==> src/rtl/heater_bank_if.sv <==
// Signal bundle between the GPIO-side controller and the heater array.
// Host and heater-side inputs are driven by the master; the controller is the slave.
interface heater_bank_if #(
   parameter int NCHAN  = 16,
   parameter int DUTY_W = 8,
   parameter int CNT_W  = 16
);
   logic [NCHAN-1:0]  target_en;
   logic [DUTY_W-1:0] duty;
   logic [NCHAN-1:0]  err_clear;
   logic              cnt_clear;
   logic [NCHAN-1:0]  heater_error;
   logic [NCHAN-1:0]  heater_enable;
   logic [NCHAN-1:0]  heater_err_clear;
   logic [NCHAN-1:0]  err_sticky;
   logic [CNT_W-1:0]  err_count;
   logic              ramp_busy;

   modport master (
      output target_en, duty, err_clear, cnt_clear, heater_error,
      input  heater_enable, heater_err_clear, err_sticky, err_count, ramp_busy
   );

   modport slave (
      input  target_en, duty, err_clear, cnt_clear, heater_error,
      output heater_enable, heater_err_clear, err_sticky, err_count, ramp_busy
   );
endinterface

==> src/rtl/heater_bank_ctrl.sv <==
// Heater bank controller: one-channel-per-tick soft start/stop, shared PWM gate, error latch/count.
// Optional HEATER_AUTO_TRIP_EN: a rising error trips its channel off until err_clear.
module heater_bank_ctrl #(
   parameter int NCHAN    = 16,
   parameter int RAMP_DIV = 1024,
   parameter int DUTY_W   = 8,
   parameter int CNT_W    = 16
) (
   input logic         clk,
   input logic         reset,
   heater_bank_if.slave bus
);
   localparam int              TW        = (RAMP_DIV > 1) ? $clog2(RAMP_DIV) : 1;
   localparam logic [TW-1:0]   TICK_LAST = TW'(RAMP_DIV - 1);
   localparam int              SUM_W     = CNT_W + 7;
   localparam logic [CNT_W-1:0] CNT_MAX  = '1;

   logic [TW-1:0]     tick_cnt;
   logic              tick;
   logic [DUTY_W-1:0] pwm_cnt;
   logic              pwm_on;
   logic [NCHAN-1:0]  staged, staged_nxt, eff;
   logic [NCHAN-1:0]  add_mask, drop_mask, add_bit, drop_bit;
   logic [NCHAN-1:0]  err_q, rise, sticky_r, enable_r, err_clear_r;
   logic [CNT_W-1:0]  count_r;
   logic [6:0]        rise_cnt;
   logic [SUM_W-1:0]  cnt_sum;

   assign tick   = (tick_cnt == TICK_LAST);
   assign pwm_on = (&bus.duty) | (pwm_cnt < bus.duty);
   assign rise   = bus.heater_error & ~err_q;

`ifdef HEATER_AUTO_TRIP_EN
   logic [NCHAN-1:0] trip;
   assign eff = bus.target_en & ~trip;
`else
   assign eff = bus.target_en;
`endif

   assign add_mask  = eff & ~staged;
   assign drop_mask = ~eff & staged;
   // two's-complement trick isolates the lowest pending addition
   assign add_bit   = add_mask & (~add_mask + NCHAN'(1));

   always_comb begin
      drop_bit = '0;
      for (int i = 0; i < NCHAN; i++) begin
         if (drop_mask[i]) begin
            drop_bit    = '0;
            drop_bit[i] = 1'b1;
         end
      end
   end

   always_comb begin
      staged_nxt = staged;
      if (tick) begin
         if (|add_mask) staged_nxt = staged | add_bit;
         else           staged_nxt = staged & ~drop_bit;
      end
`ifdef HEATER_AUTO_TRIP_EN
      staged_nxt = staged_nxt & ~trip;
`endif
   end

   always_comb begin
      rise_cnt = '0;
      for (int i = 0; i < NCHAN; i++) rise_cnt = rise_cnt + 7'(rise[i]);
   end

   assign cnt_sum = SUM_W'(count_r) + SUM_W'(rise_cnt);

   always_ff @(posedge clk) begin
      if (reset) begin
         tick_cnt    <= '0;
         pwm_cnt     <= '0;
         staged      <= '0;
         enable_r    <= '0;
         err_clear_r <= '0;
         err_q       <= '0;
         sticky_r    <= '0;
         count_r     <= '0;
      end else begin
         tick_cnt    <= tick ? '0 : tick_cnt + TW'(1);
         pwm_cnt     <= pwm_cnt + DUTY_W'(1);
         staged      <= staged_nxt;
         enable_r    <= staged & {NCHAN{pwm_on}};
         err_clear_r <= bus.err_clear;
         err_q       <= bus.heater_error;
         // a new edge outranks a same-cycle clear
         sticky_r    <= rise | (sticky_r & ~bus.err_clear);
         if (bus.cnt_clear)               count_r <= '0;
         else if (cnt_sum > SUM_W'(CNT_MAX)) count_r <= CNT_MAX;
         else                             count_r <= cnt_sum[CNT_W-1:0];
      end
   end

`ifdef HEATER_AUTO_TRIP_EN
   always_ff @(posedge clk) begin
      if (reset) trip <= '0;
      else       trip <= rise | (trip & ~bus.err_clear);
   end
`endif

   assign bus.heater_enable    = enable_r;
   assign bus.heater_err_clear = err_clear_r;
   assign bus.err_sticky       = sticky_r;
   assign bus.err_count        = count_r;
   assign bus.ramp_busy        = (staged != eff);
endmodule

==> src/flat_wrapper.sv <==
// flat-port wrapper written by rule: the top's interface ports become plain ports
module heater_bank_ctrl_flat 
#(
   parameter int NCHAN    = 16,
   parameter int RAMP_DIV = 1024,
   parameter int DUTY_W   = 8,
   parameter int CNT_W    = 16
)
  (clk, reset, bus_target_en, bus_duty, bus_err_clear, bus_cnt_clear, bus_heater_error, bus_heater_enable, bus_heater_err_clear, bus_err_sticky, bus_err_count, bus_ramp_busy);
  heater_bank_if #(.NCHAN(NCHAN), .DUTY_W(DUTY_W), .CNT_W(CNT_W)) bus_i ();
  input logic clk;
  input logic reset;
  input wire logic [$bits(bus_i.target_en)-1:0] bus_target_en;
  input wire logic [$bits(bus_i.duty)-1:0] bus_duty;
  input wire logic [$bits(bus_i.err_clear)-1:0] bus_err_clear;
  input wire logic [$bits(bus_i.cnt_clear)-1:0] bus_cnt_clear;
  input wire logic [$bits(bus_i.heater_error)-1:0] bus_heater_error;
  output wire logic [$bits(bus_i.heater_enable)-1:0] bus_heater_enable;
  output wire logic [$bits(bus_i.heater_err_clear)-1:0] bus_heater_err_clear;
  output wire logic [$bits(bus_i.err_sticky)-1:0] bus_err_sticky;
  output wire logic [$bits(bus_i.err_count)-1:0] bus_err_count;
  output wire logic [$bits(bus_i.ramp_busy)-1:0] bus_ramp_busy;
  assign bus_i.target_en = bus_target_en;
  assign bus_i.duty = bus_duty;
  assign bus_i.err_clear = bus_err_clear;
  assign bus_i.cnt_clear = bus_cnt_clear;
  assign bus_i.heater_error = bus_heater_error;
  assign bus_heater_enable = bus_i.heater_enable;
  assign bus_heater_err_clear = bus_i.heater_err_clear;
  assign bus_err_sticky = bus_i.err_sticky;
  assign bus_err_count = bus_i.err_count;
  assign bus_ramp_busy = bus_i.ramp_busy;
  heater_bank_ctrl #(.NCHAN(NCHAN), .RAMP_DIV(RAMP_DIV), .DUTY_W(DUTY_W), .CNT_W(CNT_W)) u_core (.clk(clk), .reset(reset), .bus(bus_i));
endmodule
==> config.mk <==
export PLATFORM = sky130hd
export DESIGN_NAME = heater_bank_ctrl_flat
export DESIGN_NICKNAME = d
export VERILOG_FILES = /design/src/rtl/heater_bank_if.sv /design/src/rtl/heater_bank_ctrl.sv /design/src/flat_wrapper.sv
export SDC_FILE = /design/constraint.sdc
export NUM_CORES = 1
export LEC_CHECK = 0
export CELL_PAD_IN_SITES_DETAIL_PLACEMENT = 1
export CELL_PAD_IN_SITES_GLOBAL_PLACEMENT = 1
export CORE_MARGIN = 2
export CORE_UTILIZATION = 41
export DETAILED_ROUTE_END_ITERATION = 12
export PLACE_DENSITY = 0.89
export SETUP_SLACK_MARGIN = 0.3
export SLEW_MARGIN = 20
export SYNTH_ARGS = -nofsm -noshare
export SYNTH_HDL_FRONTEND = slang
export SYNTH_SLANG_ARGS = --single-unit
==> constraint.sdc <==
create_clock -name clk -period 12.96 [get_ports clk]
set_clock_uncertainty 0.15 [all_clocks]
set_input_delay 2.592 -clock clk [delete_from_list [all_inputs] [get_ports clk]]
set_output_delay 2.592 -clock clk [all_outputs]
set_load 0.05 [all_outputs]
==> out/qor.yml <==
sta:
  grt_setup_unrepaired: "no"
  whs_ns: 0.3203
  max_slew.worst_pin.slew_ns: 0.8759
  setup_viol: 0
  fin_crit_sh_pct: 62.85
  max_freq_mhz: 122.8
  setup_tns_ns: 0
  timing.final.crit_period_ns: 8.145
  final_max_slew_viol_count: 0
  relSlewSlack_pct: 41.60
  finalHoldViolations: 0
clock_tree:
  htreeDepth: 4
  cts_sinks: 114
  cts-buffers-inserted: 17
  clockBufferDepth: 2
  cts_tree: "done"
  post_cts_buffers: 0
  postCtsResizedCells: 0
  cts_root_buf: "clkbuf_16"
  worstSkewPairLatency_ns: 0.41
  clkTransAtPathRegs_ns: 0.06
  cts_hold_buf: 0
die:
  fp-row-count: 42
  pin_count: 124
  die_h_um: 119.2
  start_util_pct: 41.57
  die_w_um: 119.2
  core_area_sq_um: 13090
  die-area_sq_um: 14200
finish:
  fin_nets: 827
  antenna_cells: 0
  drive_gt1_share_pct: 6.555
  area_growth_pct: 36.60
min_path:
  hold_class: "reg -> reg"
route:
  drt_wl_total_um: 15180
  dr.pass1.iters: 4
  viasPerCell: 5.065
  drt-initial-drc-count: 187
  drcViolationCount: 0
  wl_per_cell_um: 17.00
  ant_nets: 0
  via_count: 4523
grt:
  first_global_vias: 5009
  antenna_found_initial: 0
  grt_max_degree: 85
  grt_usage_pct: 22.43
  grt-ovfl-total: 0
  grt_pass1_wl_um: 25200
synth:
  yosys.area.top_type: "dfxtp_1"
  yosys-top-cells-area: "dfxtp_1 (42%), ha_1 (12%), inv_1 (4.3%)"
  synth_edf_count: 0
  synth_cell_types: 56
  synth_area_sq_um: 5439
  async_flop_share_pct: 0
  synth_cells: 574
  ys_ff_latch: 114
  synth_top_area_share_pct: 41.96
  syn_area_per_cell_sq_um: 9.476
  synth_seq_area_share_pct: 41.96
  ys.warnings.count: 0
  syn_nets: 697
  synth_flop_cell: "dfxtp_1"
power:
  ir_worst_vdd_mv: 0.09697
  p_leak_nw: 3.090
  power.density_nw_per_um2: 149.8
outcome:
  status: "complete, no violations"
place:
  port_buffers: 123
  dp_hpwl_um: 11010
  gp_congestion: 0.8499
worst_setup_path:
  criticalPathCategory: "in -> reg"
  critPathLaunchType: "primary input"
  cp_max_fo: 10
  cp-end-kind: "register"
  cp.required_ns: 13.13
  arrival_ns: 8.32
job:
  max-cap-violations: 0
[per-stage QoR]
step	utilization, %	total power [mW]	setup slack, ns	cell area [sq um]	instances
2_1_floorplan	-	0.5617	5.433	5439	574
3_3_place_gp	52.30	0.6333	4.689	6844	861
3_5_place_dp	52.30	0.6540	4.387	6844	861
4_1_cts	56.78	1.126	4.790	7430	893
5_1_grt	56.78	1.169	4.553	7430	893
6_report	56.78	1.113	4.815	7430	893
[cell usage in the layout, fill, tap and decap left out, drive strengths merged, types with 10 or more instances in the layout]
cell type and instances:
nand3 12, a21oi 34, and3 10, clkdlybuf4s50 122, ha 53, dfxtp 114, clkbuf 17, inv 66
nor4 10, xor2 15, nor2b 36, fa 11, nor2 43, o21ai 14, nand2b 24, and2 16
nor3 16, nand2 12
[state kept, by name, summed over array words and instances (netlist names)]
name                         count
u_core.bus.heater_enable        16
u_core.bus.err_count            16
u_core.bus.err_sticky           16
u_core.err_q                    16
u_core.pwm_cnt                   8
u_core.staged                   16
u_core.bus.heater_err_clear     16
u_core.tick_cnt                 10
[path summary, 6_finish.rpt]
kind                                        startpoint                              endpoint  slack [ns]  cells past startpoint
setup / recovery                   bus_heater_error[0]   u_core.bus.err_count[11]$_SDFF_PP0_        4.81                     16
hold reg to reg   u_core.bus.err_sticky[12]$_SDFF_PP0_  u_core.bus.err_sticky[12]$_SDFF_PP0_        0.32                      2
hold / removal    u_core.bus.err_sticky[12]$_SDFF_PP0_  u_core.bus.err_sticky[12]$_SDFF_PP0_        0.32                      2
setup reg to reg            u_core.err_q[0]$_SDFF_PP0_   u_core.bus.err_count[11]$_SDFF_PP0_        7.19                     15
[metal layers]
metal / vias up / part of all wire, % / track usage, %
li1: 2215 / - / -
met1: 2197 / 42 / 25.90
met2: 95 / 52 / 40.84
met3: 16 / 4.0 / 5.460
met4: 0 / 1.3 / 6.622
met5: - / 0 / 0
[power breakdown]
group / switching, mW / total, mW / internal, mW
Combinational: 0.162 / 0.280 / 0.118
Clock: 0.174 / 0.458 / 0.284
Sequential: 0.00883 / 0.375 / 0.366
Total: 0.345 / 1.11 / 0.768
[synthesized netlist by cell type (9+ instances only)]
cell type / number
and2_1: 15
a31oi_1: 9
ha_1: 53
o21ai_0: 10
xor2_1: 15
nand2_1: 12
clkbuf_1: 9
inv_1: 63
nor2b_1: 36
dfxtp_1: 114
nor2_1: 43
nand2b_1: 24
a21oi_1: 34
nand3_1: 12
nor3_1: 16
fa_1: 11
[critical path: stages]
cell and delay [ns]:
clkdlybuf4s50_1 0.47, nor2b_1 0.25, ha_1 0.29, inv_1 0.07, fa_1 0.45, fa_1 0.54
fa_1 0.55, fa_1 0.45, fa_1 0.43, fa_1 0.50, fa_1 0.47, nor2b_1 0.18
o31a_1 0.35, o2111ai_4 0.24, and2_4 0.23, a311oi_1 0.25
[cells by family after synthesis]
kind of cell | synth area share [%]
simple gates | 21.35
flops | 41.96
compound gates | 10.84
buf+inv | 5.521
fa+ha+maj | 16.24
xor+xnor | 3.543
mux | 0.5521
[area by class of cell]
| cell class | instances | area (sq um) |
|---|---|---|
| fillers | 1440 | 5655 |
| multi-input cells | 382 | 2856 |
| flip-flops and latches | 114 | 2282 |
| repair buffers | 126 | 1249 |
| clock buffers | 17 | 425.4 |
| inverters | 63 | 236.5 |
| well taps | 176 | 220.2 |
| clock inverters | 15 | 160.2 |
Note: power is estimated with default switching activity, not from simulation.
